### src/rtl/fpu_operand_feeder.sv
// Operand feeder for the FPU: buffers IEEE-754 single-precision pairs, converts them to the
// FPU internal format (bias 511, 21-bit fraction) and holds each pair stable for HOLD_CYCLES.
// Optional build macro FEEDER_ROUND_EN selects round-to-nearest-even instead of truncation.
module fpu_operand_feeder #(
    parameter int DEPTH       = 4,
    parameter int HOLD_CYCLES = 32
) (
    input  logic                     clock_100Khz,
    input  logic                     reset,
    input  logic                     in_valid,
    output logic                     in_ready,
    input  logic [31:0]              in_a,
    input  logic [31:0]              in_b,
    output logic [31:0]              Op_A_out,
    output logic [31:0]              Op_B_out,
    output logic                     op_active,
    output logic [2:0]               conv_flags,
    output logic [$clog2(DEPTH):0]   fifo_count
);

    localparam int PW = $clog2(DEPTH);
    localparam int CW = PW + 1;
    localparam logic [CW-1:0] FULL_COUNT = CW'(DEPTH);
    localparam logic [7:0]    HOLD_LOAD  = 8'(HOLD_CYCLES - 1);

    localparam logic [1:0] ST_IDLE    = 2'd0;
    localparam logic [1:0] ST_CONVERT = 2'd1;
    localparam logic [1:0] ST_HOLD    = 2'd2;

    // Result layout: {inexact, denorm_flushed, special, converted[31:0]}
    function automatic logic [34:0] convertOperand(input logic [31:0] x);
        logic        s;
        logic [7:0]  e8;
        logic [22:0] f23;
        logic [9:0]  exp10;
        logic [20:0] mant21;
        logic        inexact;
        logic        denorm;
        logic        special;
        logic [31:0] result;
`ifdef FEEDER_ROUND_EN
        logic        carry;
`endif
        s       = x[31];
        e8      = x[30:23];
        f23     = x[22:0];
        exp10   = '0;
        mant21  = '0;
        inexact = 1'b0;
        denorm  = 1'b0;
        special = 1'b0;
        if (e8 == 8'd0) begin
            denorm = (f23 != 23'd0);
            result = {s, 31'd0};
        end else if (e8 == 8'hFF) begin
            special = 1'b1;
            result  = {s, 10'd1023, (f23 == 23'd0) ? 21'd0 : 21'h100000};
        end else begin
            exp10   = {2'b00, e8} + 10'd384;
            mant21  = f23[22:2];
            inexact = (f23[1:0] != 2'b00);
`ifdef FEEDER_ROUND_EN
            // Guard = f23[1], sticky = f23[0], LSB = f23[2]; a carry out renormalises.
            if (f23[1] && (f23[0] || f23[2])) begin
                {carry, mant21} = {1'b0, mant21} + 22'd1;
                if (carry) begin
                    exp10 = exp10 + 10'd1;
                end
            end
`endif
            result = {s, exp10, mant21};
        end
        return {inexact, denorm, special, result};
    endfunction

    logic [63:0]   mem_q [DEPTH];
    logic [PW-1:0] wrPtr_q, wrPtr_d, rdPtr_q, rdPtr_d;
    logic [CW-1:0] count_q, count_d;
    logic [1:0]    state_q, state_d;
    logic [7:0]    holdCnt_q, holdCnt_d;
    logic          active_q, active_d;
    logic [31:0]   rawA_q, rawA_d, rawB_q, rawB_d;
    logic [31:0]   opA_q, opA_d, opB_q, opB_d;
    logic [2:0]    flags_q, flags_d;
    logic          push, pop;
    logic [34:0]   convA, convB;

    assign in_ready   = (count_q != FULL_COUNT);
    assign push       = in_valid && in_ready;
    assign convA      = convertOperand(rawA_q);
    assign convB      = convertOperand(rawB_q);
    assign Op_A_out   = opA_q;
    assign Op_B_out   = opB_q;
    assign op_active  = active_q;
    assign conv_flags = flags_q;
    assign fifo_count = count_q;

    always_comb begin
        state_d   = state_q;
        holdCnt_d = holdCnt_q;
        active_d  = active_q;
        rawA_d    = rawA_q;
        rawB_d    = rawB_q;
        opA_d     = opA_q;
        opB_d     = opB_q;
        flags_d   = flags_q;
        rdPtr_d   = rdPtr_q;
        pop       = 1'b0;
        case (state_q)
            ST_IDLE: begin
                if (count_q != '0) begin
                    pop              = 1'b1;
                    {rawA_d, rawB_d} = mem_q[rdPtr_q];
                    rdPtr_d          = rdPtr_q + 1'b1;
                    state_d          = ST_CONVERT;
                end
            end
            ST_CONVERT: begin
                opA_d     = convA[31:0];
                opB_d     = convB[31:0];
                flags_d   = convA[34:32] | convB[34:32];
                active_d  = 1'b1;
                holdCnt_d = HOLD_LOAD;
                state_d   = ST_HOLD;
            end
            ST_HOLD: begin
                if (holdCnt_q != 8'd0) begin
                    holdCnt_d = holdCnt_q - 8'd1;
                end else begin
                    active_d = 1'b0;
                    state_d  = ST_IDLE;
                end
            end
            default: state_d = ST_IDLE;
        endcase
    end

    // A simultaneous push and pop leaves the occupancy unchanged.
    always_comb begin
        wrPtr_d = push ? wrPtr_q + 1'b1 : wrPtr_q;
        count_d = count_q;
        if (push && !pop) begin
            count_d = count_q + 1'b1;
        end else if (pop && !push) begin
            count_d = count_q - 1'b1;
        end
    end

    always_ff @(posedge clock_100Khz) begin
        if (push) begin
            mem_q[wrPtr_q] <= {in_a, in_b};
        end
    end

    always_ff @(posedge clock_100Khz) begin
        if (!reset) begin
            wrPtr_q   <= '0;
            rdPtr_q   <= '0;
            count_q   <= '0;
            state_q   <= ST_IDLE;
            holdCnt_q <= '0;
            active_q  <= 1'b0;
            rawA_q    <= '0;
            rawB_q    <= '0;
            opA_q     <= '0;
            opB_q     <= '0;
            flags_q   <= '0;
        end else begin
            wrPtr_q   <= wrPtr_d;
            rdPtr_q   <= rdPtr_d;
            count_q   <= count_d;
            state_q   <= state_d;
            holdCnt_q <= holdCnt_d;
            active_q  <= active_d;
            rawA_q    <= rawA_d;
            rawB_q    <= rawB_d;
            opA_q     <= opA_d;
            opB_q     <= opB_d;
            flags_q   <= flags_d;
        end
    end

endmodule

### config.mk
export PLATFORM = sky130hd
export DESIGN_NAME = fpu_operand_feeder
export DESIGN_NICKNAME = d
export VERILOG_FILES = /design/src/rtl/fpu_operand_feeder.sv
export SDC_FILE = /design/constraint.sdc
export NUM_CORES = 1
export LEC_CHECK = 0
export ABC_AREA = 0
export CORE_MARGIN = 10
export CORE_UTILIZATION = 57
export DETAILED_ROUTE_END_ITERATION = 16
export MAX_ROUTING_LAYER = met4
export PLACE_DENSITY = 0.75
export SYNTH_ARGS = -nofsm -noshare
export SYNTH_HDL_FRONTEND = slang
export SYNTH_SLANG_ARGS = --single-unit
### constraint.sdc
create_clock -name clock_100Khz -period 3.5 [get_ports clock_100Khz]
set_input_delay 0.35 -clock clock_100Khz [delete_from_list [all_inputs] [get_ports clock_100Khz]]
set_output_delay 0.35 -clock clock_100Khz [all_outputs]
set_load 0.02 [all_outputs]
==> flow_metrics.tcl <==
set metrics [dict create \
    status "complete, no violations" \
    crit_required_ps 3960 \
    grt_first_pass_wirelength_mm 49.7 \
    grt.total_usage_pct 19.7 \
    stdcell_count 1455 \
    synth_edf_count 256 \
    synth_top_family_by_area "multiplexers" \
    ys_warn_count 0 \
    place_ws_ps 1080 \
    synthAdderAreaFrac_pct 0.736 \
    finalMaxSlewViolations 0 \
    worst_pin_slew_ps 972 \
    maxSlewHeadroom_pct 35.2 \
    clkTransAtPathRegs_ps 60 \
    fin_skew_ps 11.5 \
    cts.sinks 403 \
    dpl_cell_area_mm2 0.0164 \
    crit_buf_inv 1 \
    design_area_mm2 0.0176 \
    cts_hold_buf 0 \
    drt_iter0_drc 659 \
    clock_path_buffers 3 \
    syn_area_per_cell_um2 15.5 \
    synthCells 945 \
    clock_latency_ps 520 \
    min_period_over_period_pct 61.6 \
    hpwl_mm 19.2 \
    max_freq_mhz 464 \
    cts_setup_buffers 0 \
    syn_to_final_growth_pct 20.6 \
    synthMuxAreaShare_pct 10.2 \
    cts_htree_levels 2 \
    hold_depth 2 \
    num_io_pins 139 \
    cp-end-kind "flop" \
    start_util_pct 58.0 \
    rsz0062_at_grt "false" \
    power_density_mw_per_mm2 793 \
    io_buffers 138 \
    cts_resized 0 \
    ys_ff_latch 403 \
    syn_area_mm2 0.0146 \
    firstDrtPassIters 5 \
    max_cap_violations 0 \
    synth_nets 1020 \
    routed_wl_mm 31.7 \
    post-route-min-period_ps 2150 \
    ys_types 48 \
    grt_start_max_net_pins 66 \
    synth_top_area_cell "edfxtp_1" \
    synth_compound_area_share_pct 6.79 \
    placedCellCount 1378 \
    synth-simple-area-share_pct 7.25 \
    worstPathArrival_ps 2610 \
    antenna_found_initial 3 \
    finalHoldViolCount 0 \
    layout-drive-gt1-share_pct 14.0 \
    yosysMostFrequentCell "edfxtp_1" \
    viasPerCell 5.79 \
    ant_nets 0 \
    final-setup-viol-count 0 \
    cp_top_family "simple AND/OR/NAND/NOR gates" \
    synth_area_leaders "edfxtp_1 53%, dfxtp_1 20%, mux4_2 9.9%, nand2_1 4.4%, a21oi_1 3.0%" \
    synth_xor_area_share_pct 0.360 \
    die_w_um 180 \
    hold_slack_ps 456 \
    async_reset_ff_share_pct 0 \
    setup_tns_ps 0 \
    drcViolationCount 0 \
    die_y_um 180 \
    tritoncts.num_buffers 40 \
    critical-path-max-stage-delay_ps 650 \
    die-area_mm2 0.0324 \
    cp_slowest_cell "and2b_1" \
    synth.top_cell.area_share_pct 52.6 \
    ir_worst_vdd_mv 0.809 \
    route.vias.total 8424 \
    cts_root_buf "clkbuf_16" \
    fill_cells 1678 \
    layout.nets 1165 \
    worstPathCellList "and2b_1 -> nand2_1 -> nor3_2 -> buf_4 -> a22o_1" \
    setup_ws_ps 1350 \
    rows 58 \
    gp_congestion 0.774 \
    cp_num_cells 5 \
    grt_pass1_vias 8603 \
    coreArea_mm2 0.0252 \
    cp-start-kind "flop" \
    wl_per_cell_um 21.8 \
    reg2reg_depth 5 \
    crit_type "flop to flop" \
    synth_common_cells "256 x edfxtp_1, 173 x nand2_1, 147 x dfxtp_1" \
    grt-ovfl-total 0 \
    path_max_fanout 20 \
    p_leak_nw 5.84 \
    synth_seq_area_share_pct 72.8 \
    ys.flop_type "edfxtp_1" \
    cts_tree "built" \
    hold_path.class "flop to flop" \
]
-- cells in the final DEF (no fill, tap or decap), types with 2 or more instances in the layout --
cell / n
edfxtp_1: 256
nand2_1: 173
dfxtp_1: 145
clkdlybuf4s50_1: 138
a21oi_1: 87
mux4_2: 64
a22o_1: 42
clkbuf_16: 41
nor2_1: 20
buf_4: 13
nor4_1: 12
clkbuf_1: 12
clkinv_1: 10
o21ai_0: 8
nor3_1: 7
clkinv_2: 7
ha_1: 7
nand4_1: 6
buf_12: 6
inv_1: 5
and2_2: 4
or4_1: 4
mux2i_1: 4
diode_2: 3
nor3_2: 3
a211oi_1: 3
xnor2_1: 3
xor2_1: 3
or3_1: 3
nor2_2: 2
o41ai_1: 2
nor4b_1: 2
a211oi_2: 2
a311oi_2: 2
inv_6: 2
clkbuf_8: 2
-- through the flow --
step	util, %	power (W)
after detailed placement	65.1	0.0101
after CTS	70.0	0.0141
after global routing	70.0	0.0146
after global placement	65.1	0.0100
after floorplan	-	0.00885
final	70.0	0.0140
-- per-layer routing --
layer	GRT usage [%]	share of wire, %
met5	-	0
met4	6.53	2.3
met3	3.35	5.6
met2	30.9	49
met1	25.7	43
-- registers in the layout, indices dropped and copies added, names as in the netlist, 3 cells and up --
| register | cells |
|---|---|
| mem_q | 256 |
| holdCnt_q | 8 |
| fifo_count | 3 |
| Op_A_out | 31 |
| rawA_q | 32 |
| conv_flags | 3 |
| rawB_q | 32 |
| Op_B_out | 31 |
-- logic make-up after synthesis --
kind of cell,Yosys count
flops,403
mux,69
buf+inv,61
fa+ha+maj,8
compound gates,153
simple gates,245
xor+xnor,6
-- worst reg2reg max path: cells and delay by family (launching register included) --
kind	cells	cell delay (ps)
AO/OA/AOI/OAI	1	170
flip-flops	1	400
buffers and inverters	1	270
AND/OR/NAND/NOR	3	1250
-- final cells by class --
type	instances	area, um2	area share (%)
flip-flops and latches	403	10600	60.3
multi-input cells	481	3730	21.2
repair buffers	157	1600	9.07
clock buffers	55	1100	6.23
well taps	330	413	2.34
clock inverters	19	115	0.653
inverters	7	27.5	0.156
diodes	3	7.51	0.0426
-- power by group --
| group | internal (W) | switching, W | leakage, nW |
|---|---|---|---|
| clock network | 0.00227 | 0.00168 | 0.596 |
| logic | 0.00150 | 0.00210 | 1.70 |
| registers | 0.00585 | 0.000570 | 3.55 |
| total | 0.00962 | 0.00435 | 5.84 |
-- final timing paths --
path	end	from	slack, ps
max	Op_A_out[1]	state_q[0]	1350
min	Op_B_out[21]	Op_B_out[21]	460
max reg2reg	Op_A_out[1]	state_q[0]	1350
min reg2reg	Op_B_out[21]	Op_B_out[21]	460
Power figures use the tool's default switching activity.
